--- config.mk ---
export PLATFORM = sky130hd
export DESIGN_NAME = mem_req_arb_flat
export DESIGN_NICKNAME = d
export VERILOG_FILES = /design/src/rtl/mem_req_arb_pkg.sv /design/src/rtl/mem_req_arb_if.sv /design/src/rtl/mem_tag_owner_tbl.sv /design/src/rtl/mem_req_arb.sv /design/src/flat_wrapper.sv
export SDC_FILE = /design/constraint.sdc
export NUM_CORES = 1
export LEC_CHECK = 0
export BUFFER_PORTS_ARGS = -buffer_cell sky130_fd_sc_hd__buf_2
export CORE_AREA = 2 2 188 190
export CTS_CLUSTER_DIAMETER = 120
export CTS_CLUSTER_SIZE = 8
export DETAILED_ROUTE_END_ITERATION = 16
export DIE_AREA = 0 0 190 192
export PLACE_DENSITY = 0.31
export SLEW_MARGIN = 10
export SYNTH_ARGS = -nofsm -noshare
export SYNTH_HDL_FRONTEND = slang
export SYNTH_HIERARCHICAL = 1
export SYNTH_SLANG_ARGS = --single-unit
--- constraint.sdc ---
create_clock -name clk -period 2.83 [get_ports clk]
set_input_delay 0.283 -clock clk [delete_from_list [all_inputs] [get_ports clk]]
set_output_delay 0.283 -clock clk [all_outputs]
set_load 0.1 [all_outputs]
--- src/rtl/mem_req_arb_pkg.sv ---
// Shared types and constants for the memory request arbiter.
package mem_req_arb_pkg;

  localparam int MEM_TAG_NUM = 15;
  localparam int MEM_TAG_W   = 4;
  localparam int ADDR_W      = 64;
  localparam int DATA_W      = 64;

  // Highest legal tag value, sized to the tag bus for clean compares.
  localparam logic [MEM_TAG_W-1:0] TAG_MAX = MEM_TAG_W'(MEM_TAG_NUM);

  typedef enum logic [1:0] {
    BUS_NONE  = 2'd0,
    BUS_LOAD  = 2'd1,
    BUS_STORE = 2'd2
  } mem_cmd_t;

  typedef enum logic {
    OWN_IC = 1'b0,
    OWN_DC = 1'b1
  } arb_owner_e;

endpackage

--- src/rtl/mem_req_arb_if.sv ---
// Bundle of requester, memory and completion signals around the arbiter.
// slave: the arbiter's view. master: the surrounding caches and memory.
interface mem_req_arb_if;
  import mem_req_arb_pkg::*;

  logic                 ic_req_i;
  logic [ADDR_W-1:0]    ic_addr_i;
  logic                 ic_ack_o;
  logic [MEM_TAG_W-1:0] ic_tag_o;
  logic                 ic_rsp_vld_o;

  logic                 dc_req_i;
  mem_cmd_t             dc_cmd_i;
  logic [ADDR_W-1:0]    dc_addr_i;
  logic [DATA_W-1:0]    dc_data_i;
  logic                 dc_ack_o;
  logic [MEM_TAG_W-1:0] dc_tag_o;
  logic                 dc_rsp_vld_o;

  logic [DATA_W-1:0]    rsp_data_o;
  logic [MEM_TAG_W-1:0] rsp_tag_o;

  mem_cmd_t             mem_cmd_o;
  logic [ADDR_W-1:0]    mem_addr_o;
  logic [DATA_W-1:0]    mem_data_o;
  logic [MEM_TAG_W-1:0] mem_response_i;
  logic [MEM_TAG_W-1:0] mem_tag_i;
  logic [DATA_W-1:0]    mem_data_i;

  logic                 arb_busy_o;

  modport slave (
    input  ic_req_i, ic_addr_i,
    output ic_ack_o, ic_tag_o, ic_rsp_vld_o,
    input  dc_req_i, dc_cmd_i, dc_addr_i, dc_data_i,
    output dc_ack_o, dc_tag_o, dc_rsp_vld_o,
    output rsp_data_o, rsp_tag_o,
    output mem_cmd_o, mem_addr_o, mem_data_o,
    input  mem_response_i, mem_tag_i, mem_data_i,
    output arb_busy_o
  );

  modport master (
    output ic_req_i, ic_addr_i,
    input  ic_ack_o, ic_tag_o, ic_rsp_vld_o,
    output dc_req_i, dc_cmd_i, dc_addr_i, dc_data_i,
    input  dc_ack_o, dc_tag_o, dc_rsp_vld_o,
    input  rsp_data_o, rsp_tag_o,
    input  mem_cmd_o, mem_addr_o, mem_data_o,
    output mem_response_i, mem_tag_i, mem_data_i,
    input  arb_busy_o
  );

endinterface

--- src/rtl/mem_tag_owner_tbl.sv ---
// Per-tag owner table: which requester is waiting on each outstanding load tag.
// Entry 0 is never allocated since tag 0 means "no tag" on the memory bus.
module mem_tag_owner_tbl
  import mem_req_arb_pkg::*;
(
  input  logic                 clk,
  input  logic                 rst,
  input  logic                 alloc_en,
  input  logic [MEM_TAG_W-1:0] alloc_tag,
  input  arb_owner_e           alloc_owner,
  input  logic                 clr_en,
  input  logic [MEM_TAG_W-1:0] clr_tag,
  input  logic [MEM_TAG_W-1:0] lkp_tag,
  output logic                 lkp_hit,
  output arb_owner_e           lkp_owner,
  output logic                 busy
);

  logic [MEM_TAG_NUM:0] valid_q, valid_d;
  logic [MEM_TAG_NUM:0] own_dc_q, own_dc_d;

  // Next-state: clear first so a same-tag allocation in the same cycle wins.
  always_comb begin
    valid_d  = valid_q;
    own_dc_d = own_dc_q;
    if (clr_en) valid_d[clr_tag] = 1'b0;
    if (alloc_en) begin
      valid_d[alloc_tag]  = 1'b1;
      own_dc_d[alloc_tag] = (alloc_owner == OWN_DC);
    end
  end

  // Table registers; reset drops every outstanding entry.
  always_ff @(posedge clk) begin
    if (rst) begin
      valid_q  <= '0;
      own_dc_q <= '0;
    end else begin
      valid_q  <= valid_d;
      own_dc_q <= own_dc_d;
    end
  end

  // Lookup is combinational so the completion is routed in its own cycle.
  always_comb begin
    lkp_hit   = (lkp_tag != '0) && (lkp_tag <= TAG_MAX) && valid_q[lkp_tag];
    lkp_owner = own_dc_q[lkp_tag] ? OWN_DC : OWN_IC;
    busy      = |valid_q;
  end

endmodule

--- src/rtl/mem_req_arb.sv ---
// Round-robin arbiter between the I-cache fetch path and the D-cache MSHR
// issue path onto the single memory command port, with completion routing.
module mem_req_arb
  import mem_req_arb_pkg::*;
(
  input  logic          clk,
  input  logic          rst,
  mem_req_arb_if.slave  bus
);

  arb_owner_e prio_q, prio_d;
  logic       ic_win, dc_win, accept;
  mem_cmd_t   cmd;
  logic       lkp_hit;
  arb_owner_e lkp_owner;
  logic       busy;

  // Grant, command mux and priority update; a rejected grant keeps priority.
  always_comb begin
    ic_win = bus.ic_req_i && (!bus.dc_req_i || (prio_q == OWN_IC));
    dc_win = bus.dc_req_i && !ic_win;
    cmd    = ic_win ? BUS_LOAD : (dc_win ? bus.dc_cmd_i : BUS_NONE);
    accept = (ic_win || dc_win) && (bus.mem_response_i != '0);
    prio_d = prio_q;
    if (accept && ic_win && bus.dc_req_i) prio_d = OWN_DC;
    if (accept && dc_win && bus.ic_req_i) prio_d = OWN_IC;
  end

  // Round-robin pointer.
  always_ff @(posedge clk) begin
    if (rst) prio_q <= OWN_IC;
    else     prio_q <= prio_d;
  end

  mem_tag_owner_tbl u_tbl (
    .clk         (clk),
    .rst         (rst),
    .alloc_en    (accept && (cmd == BUS_LOAD)),
    .alloc_tag   (bus.mem_response_i),
    .alloc_owner (ic_win ? OWN_IC : OWN_DC),
    .clr_en      (lkp_hit),
    .clr_tag     (bus.mem_tag_i),
    .lkp_tag     (bus.mem_tag_i),
    .lkp_hit     (lkp_hit),
    .lkp_owner   (lkp_owner),
    .busy        (busy)
  );

  assign bus.mem_cmd_o    = cmd;
  assign bus.mem_addr_o   = ic_win ? bus.ic_addr_i : (dc_win ? bus.dc_addr_i : '0);
  assign bus.mem_data_o   = dc_win ? bus.dc_data_i : '0;
  assign bus.ic_ack_o     = ic_win && accept;
  assign bus.dc_ack_o     = dc_win && accept;
  assign bus.ic_tag_o     = (ic_win && accept) ? bus.mem_response_i : '0;
  assign bus.dc_tag_o     = (dc_win && accept) ? bus.mem_response_i : '0;
  assign bus.ic_rsp_vld_o = lkp_hit && (lkp_owner == OWN_IC);
  assign bus.dc_rsp_vld_o = lkp_hit && (lkp_owner == OWN_DC);
  assign bus.rsp_data_o   = lkp_hit ? bus.mem_data_i : '0;
  assign bus.rsp_tag_o    = lkp_hit ? bus.mem_tag_i : '0;
  assign bus.arb_busy_o   = busy;

  // Memory must never hand out tags beyond the table.
  a_resp_tag_legal: assert property (@(posedge clk) disable iff (rst)
    (bus.mem_response_i <= TAG_MAX));
  a_cpl_tag_legal: assert property (@(posedge clk) disable iff (rst)
    (bus.mem_tag_i <= TAG_MAX));

endmodule

--- src/flat_wrapper.sv ---
// flat-port wrapper written by rule: the top's interface ports become plain ports
module mem_req_arb_flat import mem_req_arb_pkg::*;
  (clk, rst, bus_ic_req_i, bus_ic_addr_i, bus_ic_ack_o, bus_ic_tag_o, bus_ic_rsp_vld_o, bus_dc_req_i, bus_dc_cmd_i, bus_dc_addr_i, bus_dc_data_i, bus_dc_ack_o, bus_dc_tag_o, bus_dc_rsp_vld_o, bus_rsp_data_o, bus_rsp_tag_o, bus_mem_cmd_o, bus_mem_addr_o, bus_mem_data_o, bus_mem_response_i, bus_mem_tag_i, bus_mem_data_i, bus_arb_busy_o);
  mem_req_arb_if bus_i ();
  input  logic clk;
  input  logic rst;
  input wire logic [$bits(bus_i.ic_req_i)-1:0] bus_ic_req_i;
  input wire logic [$bits(bus_i.ic_addr_i)-1:0] bus_ic_addr_i;
  output wire logic [$bits(bus_i.ic_ack_o)-1:0] bus_ic_ack_o;
  output wire logic [$bits(bus_i.ic_tag_o)-1:0] bus_ic_tag_o;
  output wire logic [$bits(bus_i.ic_rsp_vld_o)-1:0] bus_ic_rsp_vld_o;
  input wire logic [$bits(bus_i.dc_req_i)-1:0] bus_dc_req_i;
  input wire logic [$bits(bus_i.dc_cmd_i)-1:0] bus_dc_cmd_i;
  input wire logic [$bits(bus_i.dc_addr_i)-1:0] bus_dc_addr_i;
  input wire logic [$bits(bus_i.dc_data_i)-1:0] bus_dc_data_i;
  output wire logic [$bits(bus_i.dc_ack_o)-1:0] bus_dc_ack_o;
  output wire logic [$bits(bus_i.dc_tag_o)-1:0] bus_dc_tag_o;
  output wire logic [$bits(bus_i.dc_rsp_vld_o)-1:0] bus_dc_rsp_vld_o;
  output wire logic [$bits(bus_i.rsp_data_o)-1:0] bus_rsp_data_o;
  output wire logic [$bits(bus_i.rsp_tag_o)-1:0] bus_rsp_tag_o;
  output wire logic [$bits(bus_i.mem_cmd_o)-1:0] bus_mem_cmd_o;
  output wire logic [$bits(bus_i.mem_addr_o)-1:0] bus_mem_addr_o;
  output wire logic [$bits(bus_i.mem_data_o)-1:0] bus_mem_data_o;
  input wire logic [$bits(bus_i.mem_response_i)-1:0] bus_mem_response_i;
  input wire logic [$bits(bus_i.mem_tag_i)-1:0] bus_mem_tag_i;
  input wire logic [$bits(bus_i.mem_data_i)-1:0] bus_mem_data_i;
  output wire logic [$bits(bus_i.arb_busy_o)-1:0] bus_arb_busy_o;
  assign bus_i.ic_req_i = bus_ic_req_i;
  assign bus_i.ic_addr_i = bus_ic_addr_i;
  assign bus_ic_ack_o = bus_i.ic_ack_o;
  assign bus_ic_tag_o = bus_i.ic_tag_o;
  assign bus_ic_rsp_vld_o = bus_i.ic_rsp_vld_o;
  assign bus_i.dc_req_i = bus_dc_req_i;
  assign bus_i.dc_cmd_i = bus_dc_cmd_i;
  assign bus_i.dc_addr_i = bus_dc_addr_i;
  assign bus_i.dc_data_i = bus_dc_data_i;
  assign bus_dc_ack_o = bus_i.dc_ack_o;
  assign bus_dc_tag_o = bus_i.dc_tag_o;
  assign bus_dc_rsp_vld_o = bus_i.dc_rsp_vld_o;
  assign bus_rsp_data_o = bus_i.rsp_data_o;
  assign bus_rsp_tag_o = bus_i.rsp_tag_o;
  assign bus_mem_cmd_o = bus_i.mem_cmd_o;
  assign bus_mem_addr_o = bus_i.mem_addr_o;
  assign bus_mem_data_o = bus_i.mem_data_o;
  assign bus_i.mem_response_i = bus_mem_response_i;
  assign bus_i.mem_tag_i = bus_mem_tag_i;
  assign bus_i.mem_data_i = bus_mem_data_i;
  assign bus_arb_busy_o = bus_i.arb_busy_o;
  mem_req_arb u_core (.clk(clk), .rst(rst), .bus(bus_i));
endmodule
==> flow_metrics.env <==
export IMPL_yosysUniqueCellTypes=33
export IMPL_p_total_mw=3.030
export IMPL_vias=5001
export IMPL_rsz0062_at_grt="false"
export IMPL_worstSetupPathType="in -> out"
export IMPL_r2r_cells=6
export IMPL_diodes=0
export IMPL_whs_ns=0.4115
export IMPL_synth_edf_count=0
export IMPL_synth_warnings=6
export IMPL_drv_cap=0
export IMPL_synthToLayoutAreaGrowth_pct=126.7
export IMPL_layout_commonest_cell="buf_2"
export IMPL_io_pin_count=481
export IMPL_setup_worst_path_start="bus_mem_tag_i[0]"
export IMPL_slew_viol_final=0
export IMPL_synth_cell_area_sq_um=3418
export IMPL_dp_cells=1337
export IMPL_grt_util_all_layers=0.1200
export IMPL_syn_area_per_cell_sq_um=7.769
export IMPL_cts_tree="built"
export IMPL_cp_data_required_time_ns=2.55
export IMPL_regToRegEndpoint="u_core/u_tbl/valid_q[12]$_SDFF_PP0_"
export IMPL_finalHoldViolCount=0
export IMPL_cts_hold_buf=0
export IMPL_p_clk_frac=0.172
export IMPL_reg2reg_slack_ns=0.64
export IMPL_synthesis_nets=710
export IMPL_die_y_um=192
export IMPL_io_buffers=480
export IMPL_place_area_sq_um=7610
export IMPL_drcViolationCount=0
export IMPL_relSlewSlack=0.5622
export IMPL_fmaxAchievable_mhz=390.6
export IMPL_comb_power_share=0.669
export IMPL_chipWidth_um=190
export IMPL_grt_pass1_vias=4915
export IMPL_seq_area_frac_synth=0.1933
export IMPL_synth_seq_cells=33
export IMPL_final_core_util=0.2260
export IMPL_clk_path_buf_depth=2
export IMPL_wl_per_cell_um=17.71
export IMPL_core_area_sq_um=34290
export IMPL_ys_flop_type="dfxtp_1"
export IMPL_asyncSetResetFlopFracSynth=0
export IMPL_setup_tns_ns=0
export IMPL_final_cells=1345
export IMPL_grt_max_degree=135
export IMPL_gp_congestion=0.7969
export IMPL_num_rows=68
export IMPL_post_cts_resized=0
export IMPL_p_sw_frac=0.5676
export IMPL_clk_latency_ns=0.27
export IMPL_grt_pass1_wl_mm=32.69
export IMPL_drtIter0Drc=308
export IMPL_antenna_found_initial=7
export IMPL_via_per_inst=3.718
export IMPL_htree_levels=2
export IMPL_holdPathStages=4
export IMPL_final_nets=1159
export IMPL_stdcell_area_sq_um=7749
export IMPL_p_leak_nw=3.757
export IMPL_irDropWorstVdd_v=0.0001854
export IMPL_finClkSkew_ns=0.002616
export IMPL_wl_mm=23.82
export IMPL_root_buffer="clkbuf_16"
export IMPL_tightestPinTransition_ns=0.6567
export IMPL_die_area_sq_um=36480
export IMPL_p_per_area_nw_per_um2=391.1
export IMPL_outcome="complete, no violations"
export IMPL_path_clk_slew_ns=0.05
export IMPL_syn_inst=440
export IMPL_numClockSinks=33
export IMPL_setup_slack_ns=0.2699
export IMPL_start_util=0.09969
export IMPL_cp_arrival_ns=2.28
export IMPL_overflow=0
export IMPL_worst_setup_path_start_kind="input port"
export IMPL_cts_buffers=5
export IMPL_p_int_mw=1.310
export IMPL_worstPathMaxFanout=70
export IMPL_hp_class="in -> reg"
export IMPL_p_switching_mw=1.720
export IMPL_dr_pass1_iters=4
export IMPL_fillers=3842
export IMPL_fin_crit_ns=2.560
export IMPL_final_antenna_net_count=0
export IMPL_crit_end="bus_rsp_data_o[15]"
export IMPL_setup_viol=0
export IMPL_place_hpwl_mm=19.98
export IMPL_drive_above_1_share=0.5663
export IMPL_mostFrequentLayoutCells="buf_2, and2_1, buf_12"
export IMPL_finalCritPeriodShare=0.9046
export IMPL_postCtsSetupRepairBufs=0
export IMPL_post_place_ws_ns=0.2462
export IMPL_crit_path_end_kind="output port"
export IMPL_seqPwrFrac=0.159
export IMPL_r2r_start="u_core/u_tbl/valid_q[7]$_SDFF_PP0_"
[cells in the mapped netlist (5+ instances only)]
cell type	n	area, sq um
and3_1	5	31.28
nand4_1	5	31.28
nand3_1	18	90.09
o21ai_0	33	165.2
clkbuf_1	23	86.33
mux2i_1	8	80.08
mux4_1	6	157.7
buf_6	13	146.4
nand2_1	18	67.56
a22o_1	64	560.5
and2_1	138	863.3
a21oi_1	34	170.2
dfxtp_1	33	660.6
[per-layer routing]
layer / up-vias / global-route usage / share of wire
met3: 24 / 0.04148 / 0.092
met5: - / 0 / 0.0016
li1: 2473 / - / -
met2: 223 / 0.2090 / 0.50
met1: 2275 / 0.1445 / 0.40
met4: 6 / 0.01878 / 0.0091
[cells by family after synthesis]
family / count (synthesis) / synth area share
compound gates: 132 / 0.2676
simple gates: 215 / 0.3825
buf+inv: 45 / 0.08053
mux: 15 / 0.07613
flops: 33 / 0.1933
[worst min-delay path by stage]
stage	start	endpoint	slack (ns)
floorplan	rst	u_core/prio_q$_SDFFE_PP0P_	0.35
global placement	u_core/u_tbl/own_dc_q[9]$_SDFFE_PP0P_	u_core/u_tbl/own_dc_q[9]$_SDFFE_PP0P_	0.46
detailed placement	u_core/u_tbl/own_dc_q[11]$_SDFFE_PP0P_	u_core/u_tbl/own_dc_q[11]$_SDFFE_PP0P_	0.46
CTS	bus_dc_req_i	u_core/prio_q$_SDFFE_PP0P_	0.41
global route	bus_dc_req_i	u_core/prio_q$_SDFFE_PP0P_	0.45
finish	bus_dc_req_i	u_core/prio_q$_SDFFE_PP0P_	0.41
[final cells by class]
| cell class | count | area [sq um] | area share |
|---|---|---|---|
| timing repair buffer | 484 | 3866 | 0.4990 |
| clock inverter | 2 | 10.01 | 0.001292 |
| clock buffer | 6 | 128.9 | 0.01663 |
| sequential | 33 | 660.6 | 0.08526 |
| tap | 455 | 569.3 | 0.07347 |
| inverter | 3 | 11.26 | 0.001453 |
| multi-input combinational | 362 | 2502 | 0.3229 |
[flip-flops by register name (all words and copies together), names as in the netlist]
| name | count |
|---|---|
| u_core/prio_q | 1 |
| u_core/u_tbl/own_dc_q | 16 |
| u_core/u_tbl/valid_q | 16 |
[power by group through the flow]
stage / combinational, mW / clock, mW / sequential (mW)
finish: 2.03 / 0.520 / 0.482
CTS: 2.04 / 0.540 / 0.482
detailed placement: 2.04 / 0 / 0.492
floorplan: 1.44 / 0 / 0.489
global placement: 2.04 / 0 / 0.492
global route: 2.10 / 0.561 / 0.483
[critical path, cell delays in order]
cell	delay, ns
buf_2	0.34
mux2i_1	0.17
mux4_2	0.50
mux2i_4	0.27
buf_12	0.27
and2_1	0.22
buf_12	0.19
Note: power is estimated with default switching activity, not from simulation.
